==> src/rtl/rv32i_pkg.sv <==
// ---------------------------------------------------------------------------
// rv32i_pkg
// Definitions shared by the RV32I data-memory controller and its datapath
// helper: load/store funct3 encodings, controller state encoding, response
// error codes, and the legality/alignment check applied when a request is
// accepted.
// ---------------------------------------------------------------------------
package rv32i_pkg;

  // Load/store size encodings (funct3). Stores only use B/H/W.
  localparam logic [2:0] F3_B  = 3'b000;
  localparam logic [2:0] F3_H  = 3'b001;
  localparam logic [2:0] F3_W  = 3'b010;
  localparam logic [2:0] F3_BU = 3'b100;
  localparam logic [2:0] F3_HU = 3'b101;

  typedef enum logic [1:0] {
    IDLE  = 2'b00,
    ISSUE = 2'b01,
    WAIT  = 2'b10,
    RESP  = 2'b11
  } dmem_state_e;

  typedef enum logic [1:0] {
    ERR_OK       = 2'b00,
    ERR_MISALIGN = 2'b01,
    ERR_TIMEOUT  = 2'b10,
    ERR_ILLEGAL  = 2'b11
  } dmem_err_e;

  // An unknown funct3 has no defined access size, so it is reported as
  // illegal before alignment is considered.
  function automatic dmem_err_e check_access(input logic       we,
                                             input logic [2:0] funct3,
                                             input logic [1:0] addr_lsb);
    logic legal;
    if (we) legal = funct3 inside {F3_B, F3_H, F3_W};
    else    legal = funct3 inside {F3_B, F3_H, F3_W, F3_BU, F3_HU};

    if (!legal)
      return ERR_ILLEGAL;
    if ((funct3 == F3_H || funct3 == F3_HU) && addr_lsb[0])
      return ERR_MISALIGN;
    if (funct3 == F3_W && addr_lsb != 2'b00)
      return ERR_MISALIGN;
    return ERR_OK;
  endfunction

endpackage

==> src/rtl/dmem_align.sv <==
// ---------------------------------------------------------------------------
// dmem_align
// Purely combinational lane logic for 32-bit RV32I data accesses.
//   Store side: byte enables and lane-replicated write data from
//               funct3 / addr_lsb / wdata.
//   Load side : selects the addressed byte or halfword of a memory word and
//               sign- or zero-extends it according to funct3.
// Ports:
//   we         in   1 = store (loads always enable all four lanes)
//   funct3     in   access size / signedness
//   addr_lsb   in   byte offset within the word
//   wdata      in   unaligned store data (rs2)
//   be         out  byte enables
//   wdata_rep  out  store data replicated across the lanes
//   rdata_word in   word returned by memory
//   rdata_ext  out  extracted and extended load data
// ---------------------------------------------------------------------------
module dmem_align
  import rv32i_pkg::*;
(
  input  logic        we,
  input  logic [2:0]  funct3,
  input  logic [1:0]  addr_lsb,
  input  logic [31:0] wdata,
  output logic [3:0]  be,
  output logic [31:0] wdata_rep,
  input  logic [31:0] rdata_word,
  output logic [31:0] rdata_ext
);

  logic [7:0]  byte_sel;
  logic [15:0] half_sel;

  // NOTE: every signal written in an always_comb block gets a default first,
  // so no path through the case statements can leave it unassigned and
  // infer a latch.
  always_comb begin
    be        = 4'b1111;
    wdata_rep = wdata;
    if (we) begin
      case (funct3)
        F3_B: begin
          be        = 4'b0001 << addr_lsb;
          wdata_rep = {4{wdata[7:0]}};
        end
        F3_H: begin
          be        = addr_lsb[1] ? 4'b1100 : 4'b0011;
          wdata_rep = {2{wdata[15:0]}};
        end
        default: ;
      endcase
    end
  end

  always_comb begin
    byte_sel = rdata_word[7:0];
    case (addr_lsb)
      2'd1:    byte_sel = rdata_word[15:8];
      2'd2:    byte_sel = rdata_word[23:16];
      2'd3:    byte_sel = rdata_word[31:24];
      default: ;
    endcase
    half_sel = addr_lsb[1] ? rdata_word[31:16] : rdata_word[15:0];

    rdata_ext = rdata_word;
    case (funct3)
      F3_B:    rdata_ext = {{24{byte_sel[7]}}, byte_sel};
      F3_BU:   rdata_ext = {24'd0, byte_sel};
      F3_H:    rdata_ext = {{16{half_sel[15]}}, half_sel};
      F3_HU:   rdata_ext = {16'd0, half_sel};
      default: ;
    endcase
  end

endmodule

==> src/rtl/dmem_ctrl.sv <==
// ---------------------------------------------------------------------------
// dmem_ctrl
// Sequences one RV32I load/store at a time between the MEM stage and a
// single-port request/grant/rvalid data memory. Checks legality and
// alignment at accept, issues the access with byte enables and replicated
// store data, stalls the pipeline while it runs, and returns extended load
// data or an error code (misaligned, timeout, illegal funct3).
// Every output is decoded from registered state; mem_* inputs never reach
// mem_* outputs combinationally.
// Ports:
//   clk, rst_n                  clock, asynchronous active-low reset
//   req_valid/req_ready         core request handshake (ready only in IDLE)
//   req_we/req_funct3/req_addr/req_wdata  request fields
//   rsp_valid/rsp_rdata/rsp_err one-cycle response
//   busy                        pipeline stall, high outside IDLE
//   mem_req/mem_gnt             memory request handshake
//   mem_addr/mem_we/mem_be/mem_wdata      memory command (valid in ISSUE)
//   mem_rvalid/mem_rdata        read data / write acknowledge
// DATA_WIDTH must be 32.
// ---------------------------------------------------------------------------
module dmem_ctrl
  import rv32i_pkg::*;
#(
  parameter int DATA_WIDTH     = 32,
  parameter int ADDR_WIDTH     = 32,
  parameter int TIMEOUT_CYCLES = 255
) (
  input  logic                  clk,
  input  logic                  rst_n,
  input  logic                  req_valid,
  output logic                  req_ready,
  input  logic                  req_we,
  input  logic [2:0]            req_funct3,
  input  logic [ADDR_WIDTH-1:0] req_addr,
  input  logic [DATA_WIDTH-1:0] req_wdata,
  output logic                  rsp_valid,
  output logic [DATA_WIDTH-1:0] rsp_rdata,
  output logic [1:0]            rsp_err,
  output logic                  busy,
  output logic                  mem_req,
  input  logic                  mem_gnt,
  output logic [ADDR_WIDTH-1:0] mem_addr,
  output logic                  mem_we,
  output logic [3:0]            mem_be,
  output logic [DATA_WIDTH-1:0] mem_wdata,
  input  logic                  mem_rvalid,
  input  logic [DATA_WIDTH-1:0] mem_rdata
);

  localparam bit TIMEOUT_EN = (TIMEOUT_CYCLES > 0);
  localparam int CNT_W      = TIMEOUT_EN ? $clog2(TIMEOUT_CYCLES + 1) : 1;
  // The counter reads 0 in the first WAIT cycle, so the last permitted WAIT
  // cycle is the one in which it reads TIMEOUT_CYCLES-1.
  localparam logic [CNT_W-1:0] CNT_LAST =
    CNT_W'(TIMEOUT_EN ? TIMEOUT_CYCLES - 1 : 0);

  dmem_state_e           state_q, state_d;
  logic                  we_q;
  logic [2:0]            funct3_q;
  logic [1:0]            lsb_q;
  logic [ADDR_WIDTH-1:2] word_addr_q;
  logic [DATA_WIDTH-1:0] wdata_q;
  logic [DATA_WIDTH-1:0] rdata_q;
  dmem_err_e             err_q;
  logic [CNT_W-1:0]      cnt_q;

  logic                  accept;
  dmem_err_e             acc_err;
  logic                  timeout_hit;
  logic [3:0]            be;
  logic [DATA_WIDTH-1:0] wdata_rep;
  logic [DATA_WIDTH-1:0] rdata_ext;

  assign accept      = req_valid && (state_q == IDLE);
  assign acc_err     = check_access(req_we, req_funct3, req_addr[1:0]);
  assign timeout_hit = TIMEOUT_EN && (cnt_q == CNT_LAST);

  dmem_align u_align (
    .we         (we_q),
    .funct3     (funct3_q),
    .addr_lsb   (lsb_q),
    .wdata      (wdata_q),
    .be         (be),
    .wdata_rep  (wdata_rep),
    .rdata_word (mem_rdata),
    .rdata_ext  (rdata_ext)
  );

  // NOTE: sequential state uses non-blocking assignments only, so every
  // register samples the pre-edge values regardless of statement order.
  always_ff @(posedge clk or negedge rst_n) begin
    if (!rst_n) state_q <= IDLE;
    else        state_q <= state_d;
  end

  always_comb begin
    state_d = state_q;
    case (state_q)
      IDLE:    if (accept) state_d = (acc_err == ERR_OK) ? ISSUE : RESP;
      ISSUE:   if (mem_gnt) state_d = WAIT;
      WAIT:    if (mem_rvalid || timeout_hit) state_d = RESP;
      RESP:    state_d = IDLE;
      default: state_d = IDLE;
    endcase
  end

  // NOTE: the capture registers are reset as well as the state, because
  // the response outputs are driven from them and must read 0 out of reset.
  always_ff @(posedge clk or negedge rst_n) begin
    if (!rst_n) begin
      we_q        <= 1'b0;
      funct3_q    <= 3'b000;
      lsb_q       <= 2'b00;
      word_addr_q <= '0;
      wdata_q     <= '0;
      rdata_q     <= '0;
      err_q       <= ERR_OK;
    end else begin
      if (accept) begin
        we_q        <= req_we;
        funct3_q    <= req_funct3;
        lsb_q       <= req_addr[1:0];
        word_addr_q <= req_addr[ADDR_WIDTH-1:2];
        wdata_q     <= req_wdata;
        rdata_q     <= '0;
        err_q       <= acc_err;
      end
      if (state_q == WAIT) begin
        // rvalid wins over a coincident timeout.
        if (mem_rvalid) begin
          err_q   <= ERR_OK;
          rdata_q <= we_q ? '0 : rdata_ext;
        end else if (timeout_hit) begin
          err_q   <= ERR_TIMEOUT;
          rdata_q <= '0;
        end
      end
    end
  end

  // Runs only while waiting for rvalid; cleared in every other state.
  always_ff @(posedge clk or negedge rst_n) begin
    if (!rst_n)                             cnt_q <= '0;
    else if (TIMEOUT_EN && state_q == WAIT) cnt_q <= cnt_q + CNT_W'(1);
    else                                    cnt_q <= '0;
  end

  // The memory command is gated to ISSUE so the bus reads 0 elsewhere and
  // holds the captured values, unchanged, until the grant.
  always_comb begin
    req_ready = (state_q == IDLE);
    busy      = (state_q != IDLE);
    mem_req   = 1'b0;
    mem_addr  = '0;
    mem_we    = 1'b0;
    mem_be    = 4'b0000;
    mem_wdata = '0;
    rsp_valid = 1'b0;
    rsp_rdata = '0;
    rsp_err   = ERR_OK;
    case (state_q)
      ISSUE: begin
        mem_req   = 1'b1;
        mem_addr  = {word_addr_q, 2'b00};
        mem_we    = we_q;
        mem_be    = be;
        mem_wdata = wdata_rep;
      end
      RESP: begin
        rsp_valid = 1'b1;
        rsp_rdata = rdata_q;
        rsp_err   = err_q;
      end
      default: ;
    endcase
  end

endmodule

==> config.mk <==
export PLATFORM = sky130hd
export DESIGN_NAME = dmem_ctrl
export DESIGN_NICKNAME = d
export VERILOG_FILES = /design/src/rtl/rv32i_pkg.sv /design/src/rtl/dmem_align.sv /design/src/rtl/dmem_ctrl.sv
export SDC_FILE = /design/constraint.sdc
export NUM_CORES = 1
export LEC_CHECK = 0
export BUFFER_PORTS_ARGS = -buffer_cell sky130_fd_sc_hd__buf_4
export CORE_MARGIN = 1
export CORE_UTILIZATION = 30
export CTS_CLUSTER_SIZE = 10
export DETAILED_ROUTE_END_ITERATION = 10
export PLACE_DENSITY = 0.63
export SLEW_MARGIN = 30
export SYNTH_ARGS = -nofsm -noshare
export SYNTH_HDL_FRONTEND = slang
export SYNTH_SLANG_ARGS = --single-unit
==> constraint.sdc <==
create_clock -name clk -period 1.97 [get_ports clk]
set_clock_uncertainty 0.05 [all_clocks]
set_input_delay 0.394 -clock clk [delete_from_list [all_inputs] [get_ports clk]]
set_output_delay 0.394 -clock clk [all_outputs]
set_load 0.005 [all_outputs]
== Yosys cells after proc, flatten, opt, wreduce, memory -nomap -nowiden ==
Cells that the tools add are included.
W data, S select, Z words.
Storage, ports and cells
  output and inout port bits: 107
  flip-flop bits (word level): 112
  input bits: 105
  logic and storage cells: 85
Operators by class
  shifts and indexed selects: 1
  equal/unequal tests: 17
  reduce and logical (&&, ||, !) cells: 14
  mux-type cells: 43
  $add $sub $neg: 1
Operators with widths (number)
  $mux W32: 9
  $pmux W32 S4: 1
  $pmux W32 S2: 1
  $mux W2: 15
  $pmux W8 S3: 1
  $mux W16: 1
  $eq A3 B3 Y1 const B: 4
  $mux W4: 3
  $mux W1: 9
  $add A8 B1 Y8 const B: 1
  $eq A2 B2 Y1 const B: 4
  $eq A8 B8 Y1 const B: 1
  $mux W8: 1
  $pmux W2 S4: 1
  $pmux W4 S2: 1
  $eq A3 B1 Y1 const B: 2
  $logic_not A3 Y1: 2
  $reduce_bool A5 Y1: 1
  $eq A2 B1 Y1 const B: 2
  $logic_not A2 Y1: 2
  $ne A2 B2 Y1 const B: 2
  $reduce_bool A2 Y1: 2
  $shl A1 B2 Y4 const A: 1
  $eq A3 B2 Y1 const B: 1
  other kinds (5): 8

== Depth between registers and ports, before layout ==
Gate-level depths: netlist of run 1.
  depth in word-level cells: 14
  depth in mapped cells: 8
  depth with buffers taken out: 6

== Modules after synthesis ==
A second synthesis of run 1 with hierarchy kept.
Second synthesis, totals
  cell total of the unflattened synthesis: 567
  area, all modules: 6247.2 µm²
Modules (own cells, without submodules)
  dmem_ctrl: sequential area each 2802.7 µm², cells each 399, times used 1, area each 5052.3 µm²
  dmem_align: sequential area each 0.0 µm², cells each 168, times used 1, area each 1194.9 µm²

== Worst setup path before layout of run 1 ==
OpenSTA, ideal clock, no wires.
  path type: reg-to-output
  start point: reg funct3_q[1]
  end point: out mem_wdata[12]
  arrival: 1.616 ns
  cell stages (with the launch flop): 6
  path buffers: 1
  data required time: 1.526 ns
  slack: -0.090 ns
  cell sequence: dfrtp_1 clkbuf_1 or3b_2 nor2_1 nand2_1 a21boi_0
Between the ends
  word-level cells in the longest chain between the ends: 4
  elaborated cells on any way between the ends: 5
  those cells by class: eq/ne: 1; mux: 3; reduce/logical: 1
RTL lines
  start: declaration: line dmem_ctrl.sv:59  | logic [2:0] funct3_q;
  start signal: assignment: line dmem_ctrl.sv:121  | funct3_q <= req_funct3;
  $eq A3 B1 Y1 or $logic_not A3 Y1 (tied branches): line dmem_align.sv:41  | case (funct3)
  $pmux W32 S2 (*): line dmem_align.sv:41
  $mux W32 (*): line dmem_align.sv:40  | if (we) begin
  $mux W32 (*): line dmem_ctrl.sv:161  | case (state_q)
  end: declaration: line dmem_ctrl.sv:45  | output logic [DATA_WIDTH-1:0] mem_wdata,
Mark *: on every way between the ends. The rest lies on a longest branch, timed or not.

== Final worst setup path of run 1 ==
  start point: reg funct3_q[2]
  end point: out mem_wdata[10]
The elaborated chain is that of the path after synthesis.

==> key figures, run 1 <==
Synth
  – Synthesized area: 5880 um^2
  – Synth top area cells: dfrtp_1 48%, mux2_2 13%, and2_1 8.0%
  – Seq/Total Area, Yosys: 47.6%
  – Synth Register Bits: 112
  – Post-Synthesis Cells: between 500 and 600
  – Syn avg cell area: roughly 11 um^2
  – Ys async rst share: 100%
  – Most numerous cell in the Yosys netlist: dfrtp_1
  – Synth warn: 0
  – Post-synth top area share: 47.6%
  – Post-synth top cells: 112 x dfrtp_1, 75 x and2_1, 69 x mux2_2
  – Cell taking the most area after synthesis: dfrtp_1
  – Main synth FF type: dfrtp_1
  – EDFF count, synth: 0
  – Synth cell types: 46

GRT
  – Largest net degree at the start of global routing: 48
  – Antenna violations before repair: 0
  – Final global-route overflow total: 0
  – Number of global-route vias before repair: just over 5000
  – Total track usage: between 10% and 20%
  – Global-route wire length before repair: 28.4 mm

STA
  – Final setup fails: 87
  – Fmax: between 400 and 500 MHz
  – RSZ-0062 raised after global routing: true
  – Hold violation total from the final report: 0
  – Final Slew Violations: 0
  – PnR worst setup slack: -228 ps
  – Hold_ws: a little over 200 ps
  – Setup TNS: -8860 ps
  – Period utilisation layout: 112%
  – Min Clock Period, post-route: 2200 ps

Routing
  – Total number of vias: between 5000 and 6000
  – ANT nets after route: 0
  – Avg WL per Cell: 18.4 um
  – Detailed Route WL: roughly 19 mm
  – DR vias/cell: 4.89
  – Residual DRC count: 0
  – Iteration-0 DRC Markers: ~210
  – First-pass DRT Iterations: 4

Clock tree
  – CTS Sinks: 112
  – Clk_lat worst skew: 350 ps
  – Num CTS Buffers: 9
  – Deepest clock path buffer count: 2
  – Root Driver: clkbuf_16
  – Clock slew at reported path FFs: 70 ps
  – H-tree Lvls: 3
  – CTS tree: yes

Placement
  – GPL Wtd Cong: roughly 0.82
  – IO buf count: around 210
  – Post-Place Cells: between 1000 and 1500
  – Post-detail-place hpwl: 12.9 mm

Floorplanning
  – Std-Cell Rows: 50
  – Die extent in y: 142 um
  – Chip width: 142 um
  – Starting density of the core: 31.0%
  – Die area: 20200 um^2
  – Core area: 19000 um^2
  – IO Pins: 212

Layout
  – P&R area growth vs syn: 61.3%
  – Fraction of layout cells with a size suffix above 1: 59.9%
  – Non-filler cells, final: ~1000
  – Diode count: 0
  – Layout Nets: a little under 900
  – Fillers: 1754
  – Post-layout util: 50.1%

Power
  – Leak: 4.44 nW
  – Max VDD drop: 0.677 mV
  – P per Cell Area: 1480 nW/um^2

Setup path
  – R2r setup slk: 110 ps
  – Cells on worst reg2reg path: 6
  – Reg-to-Reg End: rdata_q[17]
  – Worst Path Required: 1530 ps
  – Worst setup SP type: flop
  – Crit. End Element: primary output
  – CP max FO: 8
  – Worst r2r src: lsb_q[1]
  – Worst setup path class: reg2out
  – Arr. time, crit path: 1750 ps

Outcome
  – Violated checks: negative setup slack
  – Status: finished with violations

Worst hold path
  – Hold Path Sink: err_q[1]
  – HP Class: in2reg
  – Hold path depth: 2
  – Hold Crit Start: mem_rvalid

Run
  – Max Cap Viol: 0
[cell usage in the layout, fill, tap and decap left out, types with 4 or more instances in the layout]
cell type / netlist / final
nor3_1: 4 / 4
o211a_1: 8 / 8
a211oi_1: 7 / 7
and2_4: 0 / 74
mux2i_1: 12 / 12
buf_12: 0 / 12
o21ai_1: 2 / 4
clkbuf_16: 0 / 16
a21boi_1: 3 / 6
a21oi_1: 9 / 8
mux2_2: 69 / 69
a221o_1: 16 / 16
nand2_1: 47 / 31
dfrtp_1: 112 / 110
nand2_2: 0 / 13
o221ai_1: 6 / 6
nor2b_1: 11 / 10
buf_16: 0 / 4
buf_8: 0 / 4
nand2b_1: 16 / 14
a32o_1: 16 / 16
nor2_1: 16 / 15
a21boi_2: 0 / 11
o21ai_0: 15 / 13
buf_6: 2 / 94
buf_4: 2 / 149
[state kept, by name, indices dropped and copies added, names as in the netlist]
signal       count
err_q            2
wdata_q         32
funct3_q         3
cnt_q            8
lsb_q            2
rdata_q         32
state_q          2
we_q             1
word_addr_q     30
[cell families (layout without fill, tap and decap cells)]
group           count (synthesis)  count (layout)  share of synthesized area (%)
xor+xnor                        5               5                          0.745
fa+ha+maj                       6               6                           1.28
compound gates                106             106                           14.4
mux                            83              83                           15.6
other cells                     1               2                         0.0637
simple gates                  181             181                           16.7
flops                         112             112                           47.6
buf+inv                        47             293                           3.49
[cell type report]
| type | instances | area [um^2] | area share (%) |
|---|---|---|---|
| clock inverter | 3 | 25.0 | 0.264 |
| clock buffer | 12 | 267 | 2.81 |
| tap | 260 | 325 | 3.43 |
| multi-input combinational | 383 | 3240 | 34.1 |
| inverter | 6 | 22.5 | 0.237 |
| timing repair buffer | 272 | 2810 | 29.6 |
| sequential | 112 | 2810 | 29.6 |
[how the worst max path moves through the flow]
stage / start / endpoint / slack (ps) / cells after the start
after floorplan: funct3_q[1] / mem_wdata[12] / 1 / 5
after global placement: mem_rdata[31] / rdata_q[16] / 20 / 6
after detailed placement: mem_rdata[31] / rdata_q[17] / -3 / 6
after global routing: funct3_q[2] / mem_wdata[12] / -300 / 6
final: funct3_q[2] / mem_wdata[10] / -230 / 6
after CTS: funct3_q[2] / mem_wdata[10] / -220 / 6
[stage by stage]
| step | total power [W] | area (um^2) | setup slack, ps |
|---|---|---|---|
| global placement | 0.00977 | 7980 | 15.3 |
| floorplan | 0.00723 | 5890 | 1.42 |
| detailed placement | 0.00985 | 7980 | -2.92 |
| CTS | 0.0131 | 8920 | -219 |
| global route | 0.0149 | 9490 | -302 |
| finish | 0.0140 | 9490 | -228 |
[repair_timing]
action,in CTS,in global routing
hold buffers,1,0
setup endpoints to repair,74,120
pin swaps,8,19
hold endpoints to repair,25,0
buffers inserted,9,6
gates resized for setup,129,123
cloned,8,8
[metal layers]
| metal | wire length [um] | GRT usage (%) |
|---|---|---|
| met5 | 0 | 0 |
| met1 | 8500 | 24.2 |
| met4 | 316 | 4.92 |
| met3 | 1330 | 4.98 |
| met2 | 9180 | 29.5 |
[worst max-delay path, stage by stage (launching register included)]
cell and delay [ps]:
dfrtp_1 400, or3b_4 420, nor2_4 90, buf_6 150
nand2_2 60, a21boi_2 160, buf_4 120
[power breakdown]
part	internal (W)	leakage, nW	total [W]	switching, W
registers	0.00339	1.39	0.00423	0.000835
logic	0.00477	2.91	0.00794	0.00317
clock network	0.000965	0.141	0.00184	0.000873
total	0.00912	4.44	0.0140	0.00488
Power figures use the tool's default switching activity.
==> run 2: changes to the inputs <==
Settings changed: CORE_UTILIZATION 30 to 45, PLACE_DENSITY 0.63 to 0.84.
==> run 2 against run 1 <==
Worst setup slack got worse by 23 ps. Largest power group unchanged. First-iteration DRC count is 140% higher. Die area fell by 33%. The run still ends with negative setup slack left. Combinational power up 4.3%. Highest routed layer unchanged.
==> key figures, run 2 (synthesis gave the netlist of run 1 again) <==
Layout
  – Layout Nets: 901 (+0.67%)
  – Fraction of layout cells with a size suffix above 1: 58.6% (-1.3 points)
  – P&R area growth vs syn: 59.5%
  – Biggest regs: rdata_q x32, wdata_q x32, word_addr_q x30
  – Multi-input logic area: 3190 um^2 (-1.6%)
  – Register Area: 2800 um^2 (about the same)
  – Most common cell after layout, fill and taps aside: buf_4
  – Diode count: 0 (unchanged)
  – Non-filler cells, final: 966 (-7.8%)
  – Most frequent cells in the layout: 157 x buf_4, 111 x dfrtp_1, 92 x buf_6
  – Post-layout util: 74.0% (+24 points)
  – Fillers: 826 (-53%)

Floorplanning
  – Starting density of the core: 46.4% (+15 points)
  – Core area: 12700 um^2 (-33%)
  – Die extent in y: 116 um (-18%)
  – Std-Cell Rows: 41 (-18%)
  – Chip width: 116 um (-18%)
  – IO Pins: 212 (unchanged)
  – Die area: 13500 um^2 (-33%)

STA
  – Period utilisation layout: 113% (+1.2 points)
  – Final Slew Violations: 0 (unchanged)
  – Fmax: 450 MHz (-1.0%)
  – Hold_ws: 193 ps (-8.86 ps)
  – Final setup fails: 88 (+1.1%)
  – Min Clock Period, post-route: 2220 ps (+23.0 ps)
  – RSZ-0062 raised after global routing: true
  – Slew @ Worst Pin: 506 ps
  – Hold violation total from the final report: 0 (unchanged)
  – Slew headroom: 66.2%
  – PnR worst setup slack: -251 ps (-23.0 ps)

Setup path
  – Family with the most delay on the worst path: simple AND/OR/NAND/NOR gates
  – Delay of the slowest critical-path stage: 420 ps (about the same)
  – Crit. End Element: primary output
  – Worst setup SP type: flop
  – Crit path cell chain: or3b_4 -> nor2_4 -> buf_4 -> nand2_1 -> a21boi_2 -> buf_4
  – Worst r2r src: lsb_q[1]
  – Cells on worst reg2reg path: 5 (-1)
  – Crit-path slowest cell: or3b_4
  – Worst setup path class: reg2out
  – Critical path's most frequent cell: buf_4
  – Worst Path Required: 1530 ps (about the same)
  – Arr. time, crit path: 1780 ps (+30 ps)
  – CP max FO: 3 (-5)
  – R2r setup slk: 100 ps (about the same)
  – Reg-to-Reg End: rdata_q[20]
  – Crit path buf inv count: 2 (unchanged)

Routing
  – Residual DRC count: 0 (unchanged)
  – Detailed Route WL: 21.0 mm (+8.9%)
  – DR vias/cell: 5.70 (+17%)
  – Avg WL per Cell: 21.8 um (+18%)
  – Total number of vias: 5510 (+7.6%)
  – Iteration-0 DRC Markers: 499 (+140%)
  – ANT nets after route: 0 (unchanged)
  – First-pass DRT Iterations: 5 (+1)

Placement
  – Post-Place Cells: 908 (-9.7%)
  – Place WS: -110 ps (-107 ps)
  – IO buf count: 209 (unchanged)
  – GPL Wtd Cong: 0.905 (+10%)
  – Post-detail-place hpwl: 12.2 mm (-5.1%)

Clock tree
  – Root Driver: clkbuf_16
  – Clock slew at reported path FFs: 70 ps (about the same)
  – CTS Sinks: 112 (unchanged)
  – CTS tree: yes
  – Deepest clock path buffer count: 2 (unchanged)
  – Clk_lat worst skew: 360 ps (about the same)
  – H-tree Lvls: 3 (unchanged)
  – Num CTS Buffers: 9 (unchanged)

GRT
  – Largest net degree at the start of global routing: 52 (+8.3%)
  – Total track usage: 30.9% (+12 points)
  – Final global-route overflow total: 0 (unchanged)
  – Number of global-route vias before repair: 5777 (+14%)
  – Global-route wire length before repair: 31.0 mm (+9.2%)
  – Antenna violations before repair: 0 (unchanged)

Worst hold path
  – Hold Path Sink: err_q[1]
  – Hold Crit Start: mem_rvalid
  – Hold path depth: 2 (unchanged)
  – HP Class: in2reg

Power
  – Leak: 4.46 nW (+0.40%)
  – Total power: 0.0145 W (+3.3%)
  – P per Cell Area: 1540 nW/um^2 (+4.5%)
  – Max VDD drop: 0.742 mV (+9.6%)

Run
  – Max Cap Viol: 0 (unchanged)

Outcome
  – Status: finished with violations
  – Violated checks: negative setup slack
[run 2: metrics by stage]
step,cell area [um^2],setup TNS [ps]
6_report,9380,-10870
5_1_grt,9380,-15130
4_1_cts,9210,-13200
3_5_place_dp,7760,-1060
3_3_place_gp,7760,-244
2_1_floorplan,5890,0
[run 2: worst register-to-register path, cell delays in order, from the launching register on]
cell	delay, ps
dfrtp_1	370
mux2_2	350
a222oi_1	290
and3b_2	260
buf_12	150
a221o_1	290
[run 2: per-layer routing]
layer,up-vias,track usage [%],wire (um)
li1,2420,-,-
met1,2730,35.0,7610
met2,296,54.0,11000
met3,64,7.27,1540
met4,0,16.5,878
met5,-,0,0
[run 2: worst max path at each step]
| stage | from | end | slack, ps | depth (start not counted) |
|---|---|---|---|---|
| floorplan | funct3_q[1] | mem_wdata[12] | 1 | 5 |
| global placement | mem_rdata[31] | rdata_q[20] | -20 | 5 |
| detailed placement | funct3_q[2] | mem_wdata[9] | -110 | 5 |
| CTS | funct3_q[2] | mem_wdata[11] | -260 | 6 |
| global route | funct3_q[2] | mem_wdata[11] | -320 | 6 |
| finish | funct3_q[2] | mem_wdata[11] | -250 | 6 |
[run 2: timing repair]
action	in CTS	in global routing
endpoints found under the hold margin	24	0
endpoints found under the setup margin	101	129
gates cloned	13	5
gates resized for setup	187	52
hold buffers	1	0
pin swaps	7	10
setup buffers	21	11
[run 2: final cells by class]
cell class	instances	share of cell area [%]
tap	172	2.29
clock buffer	11	2.59
sequential	112	29.9
clock inverter	4	0.560
timing repair buffer	278	30.4
multi-input combinational	383	34.0
inverter	6	0.307
[run 2: power breakdown]
part | total [W] | leakage (nW) | internal, W | switching, W
Clock | 0.00192 | 0.146 | 0.00102 | 0.000893
Sequential | 0.00426 | 1.39 | 0.00339 | 0.000871
Combinational | 0.00828 | 2.92 | 0.00485 | 0.00343
Total | 0.0145 | 4.46 | 0.00927 | 0.00519
==> run 3: changes to the inputs <==
Settings changed: BUFFER_PORTS_ARGS -buffer_cell sky130_fd_sc_hd__buf_4 to default, CORE_UTILIZATION 45 to 58, DONT_BUFFER_PORTS from default to 1.
==> run 3 against run 2 <==
The flow finishes with violations (negative hold slack, negative setup slack). Register-to-register slack worse by 80 ps. Utilization decreased by 2.4 points. Critical endpoint unchanged. Final area decreased by 25%. Critical path type unchanged. Clock-buffer cell count unchanged. Sequential share of layout area is 10 points higher. Routed wire length down 25%. Via count is 21% lower. Critical path depth is 2 lower. Sequential power shrank 2%. First-iteration DRC count decreased by 72%. Worst setup slack better by 55 ps.
==> key figures, run 3 (synthesis gave the netlist of run 1 again) <==
Outcome
  – Status: finished with violations
  – Violated checks: negative hold slack, negative setup slack

Layout
  – P&R area growth vs syn: 19.6%
  – Register Area: 2810 um^2 (about the same)
  – Most frequent cells in the layout: 110 x dfrtp_1, 69 x mux2_2, 40 x and2_1
  – Diode count: 0 (unchanged)
  – Layout Nets: 672 (-25%)
  – Fraction of layout cells with a size suffix above 1: 37.5% (-21 points)
  – Fillers: 678 (-18%)
  – Post-layout util: 71.6% (-2.4 points)
  – Most common cell after layout, fill and taps aside: dfrtp_1
  – Multi-input logic area: 3160 um^2 (-0.98%)
  – Biggest regs: rdata_q x32, wdata_q x32, word_addr_q x30

Setup path
  – Crit. End Element: primary output
  – Crit-path slowest cell: or3b_4
  – Worst r2r src: lsb_q[0]
  – Worst Path Required: 1530 ps (about the same)
  – Delay of the slowest critical-path stage: 430 ps (about the same)
  – Worst setup path class: reg2out
  – R2r setup slk: 20 ps (-80 ps)
  – Reg-to-Reg End: rdata_q[22]
  – Arr. time, crit path: 1720 ps (-60 ps)
  – Cells on worst reg2reg path: 5 (unchanged)
  – Crit path cell chain: or3b_4 -> nor2_4 -> nand2_2 -> a21boi_2
  – Worst setup SP type: flop
  – CP max FO: 8 (+5)

GRT
  – Final global-route overflow total: 0 (unchanged)
  – Global-route wire length before repair: 22.1 mm (-29%)
  – Number of global-route vias before repair: 4119 (-29%)
  – Largest net degree at the start of global routing: 113 (+120%)
  – Total track usage: 28.0% (-2.8 points)
  – Antenna violations before repair: 0 (unchanged)

Placement
  – Post-detail-place hpwl: 9.97 mm (-18%)
  – IO buf count: 0 (-100%)
  – GPL Wtd Cong: 0.820 (-9.5%)

Routing
  – ANT nets after route: 0 (unchanged)
  – Iteration-0 DRC Markers: 142 (-72%)
  – Avg WL per Cell: 22.5 um (+3.2%)
  – Total number of vias: 4367 (-21%)
  – First-pass DRT Iterations: 4 (-1)
  – DR vias/cell: 6.25 (+9.5%)
  – Detailed Route WL: 15.7 mm (-25%)
  – Residual DRC count: 0 (unchanged)

Power
  – Gate power share: 52.0% (-5.3 points)
  – Total power: 0.0115 W (-21%)
  – Pint: 0.00717 W (-23%)
  – Leak: 3.15 nW (-29%)
  – P per Cell Area: 1630 nW/um^2 (+6.0%)
  – Max VDD drop: 1.06 mV (+43%)
  – Reg power frac: 36.4% (+6.9 points)
  – NetSw: 0.00432 W (-17%)
  – Clock group share of total power: 11.6% (-1.7 points)
  – Switch share: 37.6% (+1.7 points)

Floorplanning
  – Starting density of the core: 59.9% (+13 points)
  – IO Pins: 212 (unchanged)
  – Die extent in y: 103 um (-12%)
  – Core area: 9820 um^2 (-23%)
  – Die area: 10600 um^2 (-22%)
  – Chip width: 103 um (-12%)
  – Std-Cell Rows: 36 (-12%)

Clock tree
  – H-tree Lvls: 3 (unchanged)
  – Num CTS Buffers: 9 (unchanged)
  – Clk_lat worst skew: 390 ps (+30 ps)
  – Root Driver: clkbuf_8
  – Deepest clock path buffer count: 2 (unchanged)
  – CTS Sinks: 112 (unchanged)
  – Clock slew at reported path FFs: 100 ps (+30 ps)
  – CTS tree: yes

STA
  – Fmax: 462 MHz (+2.5%)
  – Hold violation total from the final report: 112 (+112)
  – Hold_ws: -366 ps (-560 ps)
  – PnR worst setup slack: -196 ps (+54.8 ps)
  – Min Clock Period, post-route: 2170 ps (-54.8 ps)
  – Final Slew Violations: 0 (unchanged)
  – Final setup fails: 63 (-28%)
  – RSZ-0062 raised after global routing: true
  – Period utilisation layout: 110% (-2.8 points)

Worst hold path
  – HP Class: in2async

Run
  – Max Cap Viol: 0 (unchanged)
[run 3: worst max path at each step]
stage / from / end / slack [ps] / cells past startpoint
floorplan: funct3_q[1] / mem_wdata[12] / 1 / 5
global placement: funct3_q[2] / mem_wdata[8] / 80 / 4
detailed placement: lsb_q[1] / rdata_q[29] / 40 / 4
CTS: funct3_q[2] / mem_wdata[8] / -220 / 4
global route: funct3_q[2] / mem_wdata[25] / -300 / 6
finish: funct3_q[1] / mem_wdata[11] / -200 / 4
[run 3: per-stage QoR]
stage                     area [um^2]  hold slack, ps  cells  setup TNS [ps]  setup WS, ps
after detailed placement         6110            51.9    656               0          38.9
final                            7030            -366    699           -5310          -196
after CTS                        6610            -388    682           -5000          -218
after global routing             7030            -400    699          -11570          -300
after global placement           6110            52.0    656               0          81.6
after floorplan                  5890            48.4    542               0          1.42
[run 3: per-layer routing]
metal | GRT usage, % | share of wire, %
met1 | 33.1 | 39
met2 | 46.0 | 50
met4 | 12.0 | 2.1
met5 | 0 | 0
met3 | 10.4 | 8.3
[run 3: critical path, delay by kind of cell (launching register included)]
| family | cells | cell delay, ps |
|---|---|---|
| flops | 1 | 410 |
| simple gates | 3 | 750 |
| compound gates | 1 | 180 |
[run 3: layout make-up]
| class | instances | area share [%] |
|---|---|---|
| multi-input cells | 383 | 44.9 |
| flip-flops and latches | 112 | 39.9 |
| repair buffers | 49 | 10.0 |
| well taps | 133 | 2.37 |
| clock buffers | 11 | 2.01 |
| clock inverters | 5 | 0.569 |
| inverters | 6 | 0.320 |
[run 3: what timing repair did]
item                                    CTS  global route
cloned                                    5             6
endpoints found under the hold margin   112           112
resized for setup                        59            65
setup buffers                             5            14
endpoints found under the setup margin   58           111
pin swaps                                 4            18
[run 3: power groups by stage]
stage	logic [W]	clock network, W	registers [W]
after detailed placement	0.00438	0	0.00413
after CTS	0.00516	0.00134	0.00409
after global routing	0.00644	0.00143	0.00430
after floorplan	0.00336	0	0.00387
final	0.00598	0.00133	0.00418
after global placement	0.00422	0	0.00406
